===== src/rtl/reorder_buffer.sv =====
// Circular in-order reorder buffer: issues rd nicks to dispatch, collects CDB results,
// retires in program order and flushes everything on a mispredicted branch at commit.
module reorder_buffer #(
    parameter int ROB_DEPTH = 16,
    parameter int NICK_W    = 5,
    parameter int DATA_W    = 32,
    parameter int ADDR_W    = 32,
    parameter int NAME_W    = 5
) (
    input  logic              clk,
    input  logic              rst,
    input  logic              rdy,
    output logic              oROB_nick_en,
    output logic [NICK_W-1:0] oROB_nick,
    input  logic              iDP_en,
    input  logic [ADDR_W-1:0] iDP_pc,
    input  logic [NAME_W-1:0] iDP_rd_regnm,
    input  logic              iDP_wr,
    input  logic              iDP_br,
    input  logic              iDP_st,
    input  logic              iDP_pd,
    input  logic              iCDB_en,
    input  logic [NICK_W-1:0] iCDB_nick,
    input  logic [DATA_W-1:0] iCDB_dt,
    input  logic              iCDB_jump,
    input  logic [ADDR_W-1:0] iCDB_tgt,
    input  logic [NICK_W-1:0] iQ_rs1_nick,
    input  logic [NICK_W-1:0] iQ_rs2_nick,
    output logic              oQ_rs1_rdy,
    output logic [DATA_W-1:0] oQ_rs1_dt,
    output logic              oQ_rs2_rdy,
    output logic [DATA_W-1:0] oQ_rs2_dt,
    output logic              oCM_en,
    output logic [NAME_W-1:0] oCM_rd_regnm,
    output logic [NICK_W-1:0] oCM_nick,
    output logic [DATA_W-1:0] oCM_dt,
    output logic              oCM_st_en,
    output logic [NICK_W-1:0] oCM_st_nick,
    output logic              oFL_en,
    output logic [ADDR_W-1:0] oFL_pc
);

    localparam int                PTR_W    = $clog2(ROB_DEPTH);
    localparam int                CNT_W    = PTR_W + 1;
    localparam logic [CNT_W-1:0]  FULL_CNT = CNT_W'(ROB_DEPTH);
    localparam logic [NICK_W-1:0] MAX_NICK = NICK_W'(ROB_DEPTH);

    logic [PTR_W-1:0]     r_head, r_tail;
    logic [CNT_W-1:0]     r_count;
    logic [ROB_DEPTH-1:0] r_valid, r_ready;

    logic [ADDR_W-1:0]    r_pc  [ROB_DEPTH];
    logic [NAME_W-1:0]    r_rd  [ROB_DEPTH];
    logic [DATA_W-1:0]    r_dt  [ROB_DEPTH];
    logic [ADDR_W-1:0]    r_tgt [ROB_DEPTH];
    logic [ROB_DEPTH-1:0] r_wr, r_br, r_st, r_pd, r_jump;

    logic                 w_full, w_alloc, w_commit, w_mispredict, w_cdb_hit;
    logic [PTR_W-1:0]     w_cdb_slot;

    function automatic logic [NICK_W-1:0] nick_of(input logic [PTR_W-1:0] ptr);
        return NICK_W'(ptr) + NICK_W'(1);
    endfunction

    function automatic logic [PTR_W-1:0] slot_of(input logic [NICK_W-1:0] nick);
        return PTR_W'(nick - NICK_W'(1));
    endfunction

    // Returns {ready, data}; a same-cycle CDB broadcast wins over the stored slot.
    function automatic logic [DATA_W:0] lookup(input logic [NICK_W-1:0] nick);
        logic [PTR_W-1:0] slot;
        slot = slot_of(nick);
        if (nick == '0)                              return '0;
        if (iCDB_en && (iCDB_nick == nick))          return {1'b1, iCDB_dt};
        if ((nick > MAX_NICK) || !r_valid[slot])     return '0;
        return {r_ready[slot], r_dt[slot]};
    endfunction

    assign w_full       = (r_count == FULL_CNT);
    assign w_alloc      = iDP_en & ~w_full;
    assign w_commit     = (r_count != '0) & r_ready[r_head];
    assign w_mispredict = w_commit & r_br[r_head] & (r_jump[r_head] != r_pd[r_head]);
    assign w_cdb_slot   = slot_of(iCDB_nick);
    assign w_cdb_hit    = iCDB_en & (iCDB_nick != '0) & (iCDB_nick <= MAX_NICK) & r_valid[w_cdb_slot];

    assign oROB_nick_en = ~w_full;
    assign oROB_nick    = nick_of(r_tail);

    always_comb begin
        {oQ_rs1_rdy, oQ_rs1_dt} = lookup(iQ_rs1_nick);
        {oQ_rs2_rdy, oQ_rs2_dt} = lookup(iQ_rs2_nick);
    end

    always_ff @(posedge clk or negedge rst) begin
        if (!rst) begin
            r_head       <= '0;
            r_tail       <= '0;
            r_count      <= '0;
            r_valid      <= '0;
            r_ready      <= '0;
            oCM_en       <= 1'b0;
            oCM_rd_regnm <= '0;
            oCM_nick     <= '0;
            oCM_dt       <= '0;
            oCM_st_en    <= 1'b0;
            oCM_st_nick  <= '0;
            oFL_en       <= 1'b0;
            oFL_pc       <= '0;
        end else if (rdy) begin
            oCM_en    <= w_commit & r_wr[r_head] & (r_rd[r_head] != '0);
            oCM_st_en <= w_commit & r_st[r_head];
            oFL_en    <= w_mispredict;
            if (w_commit) begin
                oCM_rd_regnm <= r_rd[r_head];
                oCM_nick     <= nick_of(r_head);
                oCM_dt       <= r_dt[r_head];
                oCM_st_nick  <= nick_of(r_head);
            end
            if (w_mispredict) begin
                oFL_pc  <= r_jump[r_head] ? r_tgt[r_head] : r_pc[r_head] + ADDR_W'(4);
                r_head  <= '0;
                r_tail  <= '0;
                r_count <= '0;
                r_valid <= '0;
                r_ready <= '0;
            end else begin
                // NOTE: non-blocking writes to the same slot resolve last-wins, so the
                // order CDB -> commit -> allocate keeps a full-buffer reuse of head clean.
                if (w_cdb_hit) r_ready[w_cdb_slot] <= 1'b1;
                if (w_commit) begin
                    r_valid[r_head] <= 1'b0;
                    r_ready[r_head] <= 1'b0;
                    r_head          <= r_head + PTR_W'(1);
                end
                if (w_alloc) begin
                    r_valid[r_tail] <= 1'b1;
                    r_ready[r_tail] <= 1'b0;
                    r_tail          <= r_tail + PTR_W'(1);
                end
                r_count <= r_count + CNT_W'(w_alloc) - CNT_W'(w_commit);
            end
        end else begin
            oCM_en    <= 1'b0;
            oCM_st_en <= 1'b0;
            oFL_en    <= 1'b0;
        end
    end

    // NOTE: payload storage has no reset; it is only ever read through a set valid/ready bit.
    always_ff @(posedge clk) begin
        if (rdy) begin
            if (w_alloc) begin
                r_pc[r_tail] <= iDP_pc;
                r_rd[r_tail] <= iDP_rd_regnm;
                r_wr[r_tail] <= iDP_wr;
                r_br[r_tail] <= iDP_br;
                r_st[r_tail] <= iDP_st;
                r_pd[r_tail] <= iDP_pd;
            end
            if (w_cdb_hit) begin
                r_dt[w_cdb_slot]   <= iCDB_dt;
                r_jump[w_cdb_slot] <= iCDB_jump;
                r_tgt[w_cdb_slot]  <= iCDB_tgt;
            end
        end
    end

endmodule


===== config.mk =====
export PLATFORM = sky130hd
export DESIGN_NAME = reorder_buffer
export DESIGN_NICKNAME = d
export VERILOG_FILES = /design/src/rtl/reorder_buffer.sv
export SDC_FILE = /design/constraint.sdc
export NUM_CORES = 2
export LEC_CHECK = 0
export BUFFER_PORTS_ARGS = -buffer_cell sky130_fd_sc_hd__buf_2
export CORE_AREA = 2 2 509 410
export DETAILED_ROUTE_END_ITERATION = 6
export DIE_AREA = 0 0 511 412
export PLACE_DENSITY_LB_ADDON = 0.25
export SYNTH_ARGS = -nofsm -noshare
export SYNTH_HDL_FRONTEND = slang
export SYNTH_SLANG_ARGS = --single-unit
export TNS_END_PERCENT = 30

===== constraint.sdc =====
create_clock -name clk -period 10.16 [get_ports clk]
set_clock_uncertainty 0.1 [all_clocks]
set_input_delay 1.016 -clock clk [delete_from_list [all_inputs] [get_ports clk]]
set_output_delay 1.016 -clock clk [all_outputs]
set_load 0.02 [all_outputs]

* Yosys cells after proc, flatten, opt, wreduce, memory -nomap -nowiden
Memory sizes are Yosys's and may differ from the RTL's. A register that Yosys moved wholly into a read port is not among the register bits. Cells that the tools add are included.
Operators by class: $add $sub $neg 10, $lt $le $gt $ge 11, equality and inequality tests 4, mux-type cells 85, bitwise logic cells 18, reductions and logical operators 23
Operators by type and width (number):
- $mux W33 | 12
- $mux W16 | 13
- $bwmux W16 | 5
- $and A16 B16 Y16 | 3
- $bmux W1 S4 | 11
- $mux W1 | 35
- $add A32 B3 Y32 const B | 1
- $mux W32 | 1
- $not A16 Y16 | 2
- $or A16 B16 Y16 | 2
- $lt A4 B5 Y1 const B | 5
- $mux W4 | 4
- $reduce_bool A5 Y1 | 3
- $demux W1 S4 | 3
- $ge A4 B1 Y1 const B | 3
- $reduce_and A2 Y1 | 6
- $sub A4 B1 Y4 const B | 3
- $add A4 B1 Y5 const B | 2
- $and A1 B1 Y1 | 10
- $eq A5 B5 Y1 | 2
- $gt A5 B5 Y1 const B | 2
- $logic_not A5 Y1 | 2
- $add A4 B1 Y4 const B | 2
- $add A5 B1 Y5 | 1
- 10 further kinds | 18
Storage, ports and cells: flip-flop bits (word level) 170, bits in writable memories 1616, input bits 126, output and inout bits 154, word-level logic and storage cells 171, memories 4
Memory list:
- r_dt | depth 16, width 32, rd ports 3, clocked after Yosys merged registers in 1, write ports 1, RTL line 54 | logic [DATA_W-1:0] r_dt [ROB_DEPTH];
- r_pc | depth 16, width 32, rd ports 1, clocked after Yosys merged registers in 0, write ports 1, RTL line 52 | logic [ADDR_W-1:0] r_pc [ROB_DEPTH];
- r_tgt | depth 16, width 32, rd ports 1, clocked after Yosys merged registers in 0, write ports 1, RTL line 55 | logic [ADDR_W-1:0] r_tgt [ROB_DEPTH];
- r_rd | depth 16, width 5, rd ports 1, clocked after Yosys merged registers in 0, write ports 1, RTL line 53 | logic [NAME_W-1:0] r_rd [ROB_DEPTH];

* Depth between registers and ports, before layout
depth after elaboration 16, mapped depth 20, gate-level depth less buffers 18

* Least setup slack after synthesis
No wires, ideal clock.
path type input -> register, start input iCDB_nick[0], end memory r_dt[3][0], enable pin, setup time 0.648 ns, data arrival time 8.728 ns, data required time 9.412 ns, slack 0.683 ns, cell stages on the path 9, path buffers 1, path through clkbuf_1 inv_1 ha_1 mux4_2 nand2_1 nand3_1 o2111a_1 nand2_1 nor4_1
On the way: longest elaborated chain between the ends 7, elaborated cells between the ends (all ways) 11, classes of those cells add/sub (1); order compare (1); mux (5); bitwise (3); reduce/logical (1)
Ends and longest elaborated chain:
- start, declared | RTL line 23 | input logic [NICK_W-1:0] iCDB_nick,
- $sub A4 B1 Y4 / $reduce_bool A5 Y1 (equally long branches) | RTL line 66, 84
- $bmux W1 S4 / $and A1 B1 Y1 (equally long branches) | RTL line 84 | assign w_cdb_hit = iCDB_en & (iCDB_nick != '0) & (iCDB_nick <= MAX_NICK) & r_valid[w_cdb_slot];
- $mux W1 (not written as such) / $and A1 B1 Y1 (equally long branches) | RTL line 84
- $and A1 B1 Y1 | RTL line 84
- $mux W1 | RTL line 160 | if (w_cdb_hit) begin
- $mux W1 | RTL line 151 | if (rdy) begin
- $mux W1 (not written as such) | RTL line 161 | r_dt[w_cdb_slot] <= iCDB_dt;
- end, declared | RTL line 54
Parallel ways exist; a longest one is shown, timed or not. The select of a mux whose other input is x is not followed.

* Worst setup path in the final report
start input iQ_rs2_nick[0], end output oQ_rs2_dt[11]
On the way: longest elaborated chain between the ends 11, elaborated cells between the ends (all ways) 21, classes of those cells add/sub (1); order compare (1); eq/ne (1); mux (13); reduce/logical (4); memory (1)
Ends and longest elaborated chain:
- start, declared | RTL line 28 | input logic [NICK_W-1:0] iQ_rs2_nick,
- $sub A4 B1 Y4 | RTL line 66 | return PTR_W'(nick - NICK_W'(1));
- $bmux W1 S4 | RTL line 75 | if ((nick > MAX_NICK) || !r_valid[slot]) return '0;
- $mux W1 (not written as such) | RTL line 75
- $logic_not A1 Y1 | RTL line 75
- $logic_or A1 B1 Y1 | RTL line 75
- $mux W1 (2 in series) | RTL line 75
- $mux W1 | RTL line 74 | if (iCDB_en && (iCDB_nick == nick)) return {1'b1, iCDB_dt};
- $mux W33 | RTL line 76 | return {r_ready[slot], r_dt[slot]};
- $mux W33 | RTL line 75
- $mux W33 (*) | RTL line 74
- end, declared | RTL line 32 | output logic [DATA_W-1:0] oQ_rs2_dt,
Mark *: on every way between the ends. The rest lies on a longest branch, timed or not. The select of a mux whose other input is x is not followed.

==> results.txt <==
The via count came out at 43000. The final-stage net count is 4355. The critical path goes through buf_8 > inv_1 > ha_4 > buf_4 > buf_4 > mux4_2 > nor2b_1 > a211oi_1 > a2111oi_0 > a21oi_1 > nor2_1 > buf_2. In this run the most used layer during global routing was met2. The floorplan has 149 rows. The highest clock frequency the design can meet came out at 142 MHz. The instance count of the mapped netlist is 3929. The total area of sequential cells came out at 54000 um2. The path class of the tightest hold or removal check is reg -> reg. The number of top-level pins came out at 280.

Of the post-synthesis cell area, the part taken by muxes is 0.239. The shortest period the worst path allows came out at 7.06 ns. The overall track demand over capacity in global routing came out at 0.213. The share of the synthesized area in compound gates (AO/OA/AOI/OAI) is 0.0325. The detail-routed net length per standard cell came out at 32.0 um. The met3 routing resource usage after global routing came out at 0.0439.

The synthesized design contains 1696 enable-type register cells. Setup total negative slack on the finished layout was measured at 0 ns. The data required time at the worst endpoint is 9.04 ns. The most numerous cell type found on the critical path is sky130_fd_sc_hd__buf_4. The sum of overflow across all layers after global routing is 0. TritonCTS built the clock tree. Port buffering added 279 buffers. The mean area per synthesized cell is 20.3 um2.

Counting distinct cell types in the post-synthesis netlist gives 60. The area taken by multi-input logic gates is 24700 um2. The met1 demand-to-capacity share in global routing came out at 0.302. Counting both buffers and inverters, the worst setup path holds a total of 5. The number of cells on the worst reg-to-reg path is 10. The final core utilization came out at 0.441.

After detailed routing, the number of vias per cell comes to 6.08. Among all stages on the critical path, the largest delay is contributed by sky130_fd_sc_hd__ha_4. The maximum level of the CTS H-tree came out at 4. Measured along the y axis, the die boundary spans 412 um.

Among all flip-flop cells after synthesis, the most frequent one is sky130_fd_sc_hd__edfxtp_1. In this run the critical register-to-register path is launched from r_head[0]. The setup path with the least slack is of type in -> out.

The transition at the pin with the smallest max-transition slack is 1.36 ns. The share of synthesized registers carrying an async set or reset is 0.0671. The synthesis warning total is 0. The number of setup buffers added after CTS is 0. At the end of routability-driven placement, the weighted congestion stood at 0.807. In this run the critical register-to-register path is captured at oFL_pc[23].

Of the synthesized area, sequential elements account for 0.676. The type of element launching the critical path is a primary input. The library cells used most frequently in the layout, excluding fill and tap cells, are sky130_fd_sc_hd__edfxtp_1, sky130_fd_sc_hd__mux4_2, sky130_fd_sc_hd__buf_2, sky130_fd_sc_hd__clkbuf_16, sky130_fd_sc_hd__dfrtp_1.

Of the total synthesized cell area, the portion taken by XOR and XNOR cells is 0.00560. The core outline area is 205000 um2. The top fanout value on the critical path is 58. The post-synthesis adder-cell area fraction is 0.00386. The flow ran to the end, and the final reports show no timing, DRC or antenna violations. The worst-case vdd ir drop is 165 uV. The worst endpoint data arrival time came out at 5.94 ns.

The net count of the mapped netlist is 4079. The first-pass GRT wire length came out at 322000 um. The setup check on the worst reg-to-reg path leaves a slack of 4.15 ns. The reported max-cap violation count is 0. The final number of hold-violating endpoints was 0. The initial core utilization is 0.389. The simple-gate area share of the yosys netlist is 0.0246.

The cell count along the critical path came out at 12. The die outline area is 211000 um2. Entering global routing, the biggest net connects 115 pins. The layout-stage area growth over the synthesis result is 13.5%.

The total of fill cells in the finished design is 17400. The max-slew headroom at the worst pin came out at 0.0688. After the first detailed-routing iteration, the DRC count stood at 4641. The mapped netlist covers 79800 um2. The first-pass iteration count of the detailed router came out at 7.

After synthesis, the largest family of logic cells by area is multiplexers. The total design power came out at 20.9 mW. The number of buffers inserted by hold repair at cts is 1. The clock net in this run drives a total of 1818 sinks. The number of buffers inserted during clock tree synthesis is 186. Of the available clock period, the critical path in the final layout requires 0.695. The number of endpoints failing setup at the final stage is 0.

The cell sitting at the root of the clock tree is a sky130_fd_sc_hd__clkbuf_16. The global-route met2 utilization came out at 0.335. The number of cells upsized or downsized after cts is 0. The total wirelength of the detailed-routed design came out at 227000 um. The largest delay contributor family on the critical path is buffers and inverters.

The number of global-route vias before repair is 42800. The number of slew-limit violations in the final report came out at 0. The library cell used most frequently in the layout, excluding fill and tap cells, is sky130_fd_sc_hd__edfxtp_1.

The clock network latency to the later pin of the worst-skew pair is 0.82 ns. The power per unit of standard cell area came out at 230 nW/um2. In this run the remaining antenna-violating nets after routing total 0. The total leakage power is 29.2 nW. The fraction of layout cells with a size suffix above 1 is 0.353.

The deepest clock path buffer count is 3. The most critical setup path has its startpoint at iQ_rs2_nick[0]. Setup repair after global routing left no endpoint under its margin. The most critical setup path has its endpoint at oQ_rs2_dt[11]. Once detailed placement completed, the half-perimeter wirelength came to 122000 um. After detailed routing, the number of remaining DRC violations is 0. The initial antenna violation count came out at 46. The clock edge transition at the registers on the reported setup and hold paths came out at 0.06 ns. The flip-flop and latch count after synthesis came out at 1818.

The die outline width came out at 511 um. The worst setup path is captured at a primary output. The delay contributed by the slowest stage of the critical path came out at 0.93 ns.
routing by layer:
layer | vias to the layer above | wire [um]
met2 | 1920 | 108000
met3 | 403 | 17600
met1 | 23400 | 95400
met5 | - | 197
met4 | 32 | 5830
li1 | 17300 | -
Yosys cell counts, types with 18 or more instances:
cell type                   instances  area share
sky130_fd_sc_hd__a2111oi_0         64      0.0070
sky130_fd_sc_hd__a211oi_1          70      0.0066
sky130_fd_sc_hd__a21oi_1          112      0.0070
sky130_fd_sc_hd__a22oi_1           30      0.0028
sky130_fd_sc_hd__and3_1            19      0.0015
sky130_fd_sc_hd__buf_1             33      0.0016
sky130_fd_sc_hd__buf_2             78      0.0049
sky130_fd_sc_hd__buf_4             18      0.0017
sky130_fd_sc_hd__clkbuf_1         154      0.0072
sky130_fd_sc_hd__dfrtp_1          122       0.038
sky130_fd_sc_hd__edfxtp_1        1696        0.64
sky130_fd_sc_hd__ha_1              23      0.0036
sky130_fd_sc_hd__inv_1             23      0.0011
sky130_fd_sc_hd__mux2_2            40      0.0056
sky130_fd_sc_hd__mux2i_1           75      0.0094
sky130_fd_sc_hd__mux4_2           792        0.22
sky130_fd_sc_hd__nand2_1          100      0.0047
sky130_fd_sc_hd__nand3_1           33      0.0021
sky130_fd_sc_hd__nor2_1           144      0.0068
sky130_fd_sc_hd__nor2b_1           72      0.0056
sky130_fd_sc_hd__o21ai_0           27      0.0017
sky130_fd_sc_hd__o21ai_1           45      0.0028
sky130_fd_sc_hd__xnor2_1           19      0.0021
sky130_fd_sc_hd__xor2_1            32      0.0035
cell type report:
class | count | share of cell area
antenna | 8 | 0.000221
clock buffer | 239 | 0.0547
clock inverter | 104 | 0.0126
inverter | 25 | 0.00104
multi-input combinational | 1790 | 0.273
sequential | 1818 | 0.596
tap | 2718 | 0.0376
timing repair buffer | 384 | 0.0249
cells by family (layout without fill, tap and decap cells):
logic type / Yosys count / in the layout
compound gates: 391 / 391
buf+inv: 321 / 752
xor+xnor: 51 / 51
flops: 1818 / 1818
other cells: 0 / 8
simple gates: 417 / 417
mux: 907 / 907
fa+ha+maj: 24 / 24
where the power goes:
group | total (mW) | leakage [nW] | switching, mW | internal [mW]
Sequential | 8.78 | 16.8 | 0.285 | 8.50
Combinational | 5.23 | 9.43 | 2.84 | 2.40
Clock | 6.85 | 2.98 | 2.97 | 3.88
worst min-delay path: cells and delay by family (launching register included):
family	cells	cell delay, ns
flops	1	0.35
simple gates	1	0.05
compound gates	1	0.06
worst min-delay path by stage:
stage	slack, ns	from	cells past startpoint	end
finish	0.39	oFL_pc[2]	2	oFL_pc[2]
global route	0.41	iDP_pc[21]	1	r_pc[0][21]
CTS	0.38	iCDB_tgt[2]	1	r_tgt[10][2]
detailed placement	0.38	oFL_pc[2]	2	oFL_pc[2]
global placement	0.37	oFL_pc[2]	2	oFL_pc[2]
floorplan	0.37	r_count[4]	1	r_count[4]
state kept, by name, indices dropped and copies added (netlist names):
register and cells:
r_wr 16, oFL_pc 32, r_tgt 512, r_valid 16
oCM_st_nick 5, oCM_en 1, oCM_dt 32, r_ready 16
oCM_rd_regnm 5, r_dt 512, r_jump 16, r_tail 4
r_rd 80, r_count 5, oCM_st_en 1, r_pc 512
r_br 16, oFL_en 1, r_head 4, r_st 16
r_pd 16
metrics by stage:
| step | hold WS, ns | cell area [um2] | setup WS, ns | cells |
|---|---|---|---|---|
| floorplan | 0.365 | 79800 | 0.683 | 3929 |
| global placement | 0.371 | 84400 | 2.92 | 6732 |
| detailed placement | 0.381 | 84400 | 3.03 | 6734 |
| CTS | 0.379 | 90500 | 3.04 | 7078 |
| global route | 0.410 | 90500 | 2.85 | 7082 |
| finish | 0.395 | 90600 | 3.10 | 7086 |
No activity file was read; power rests on OpenSTA's default activity.
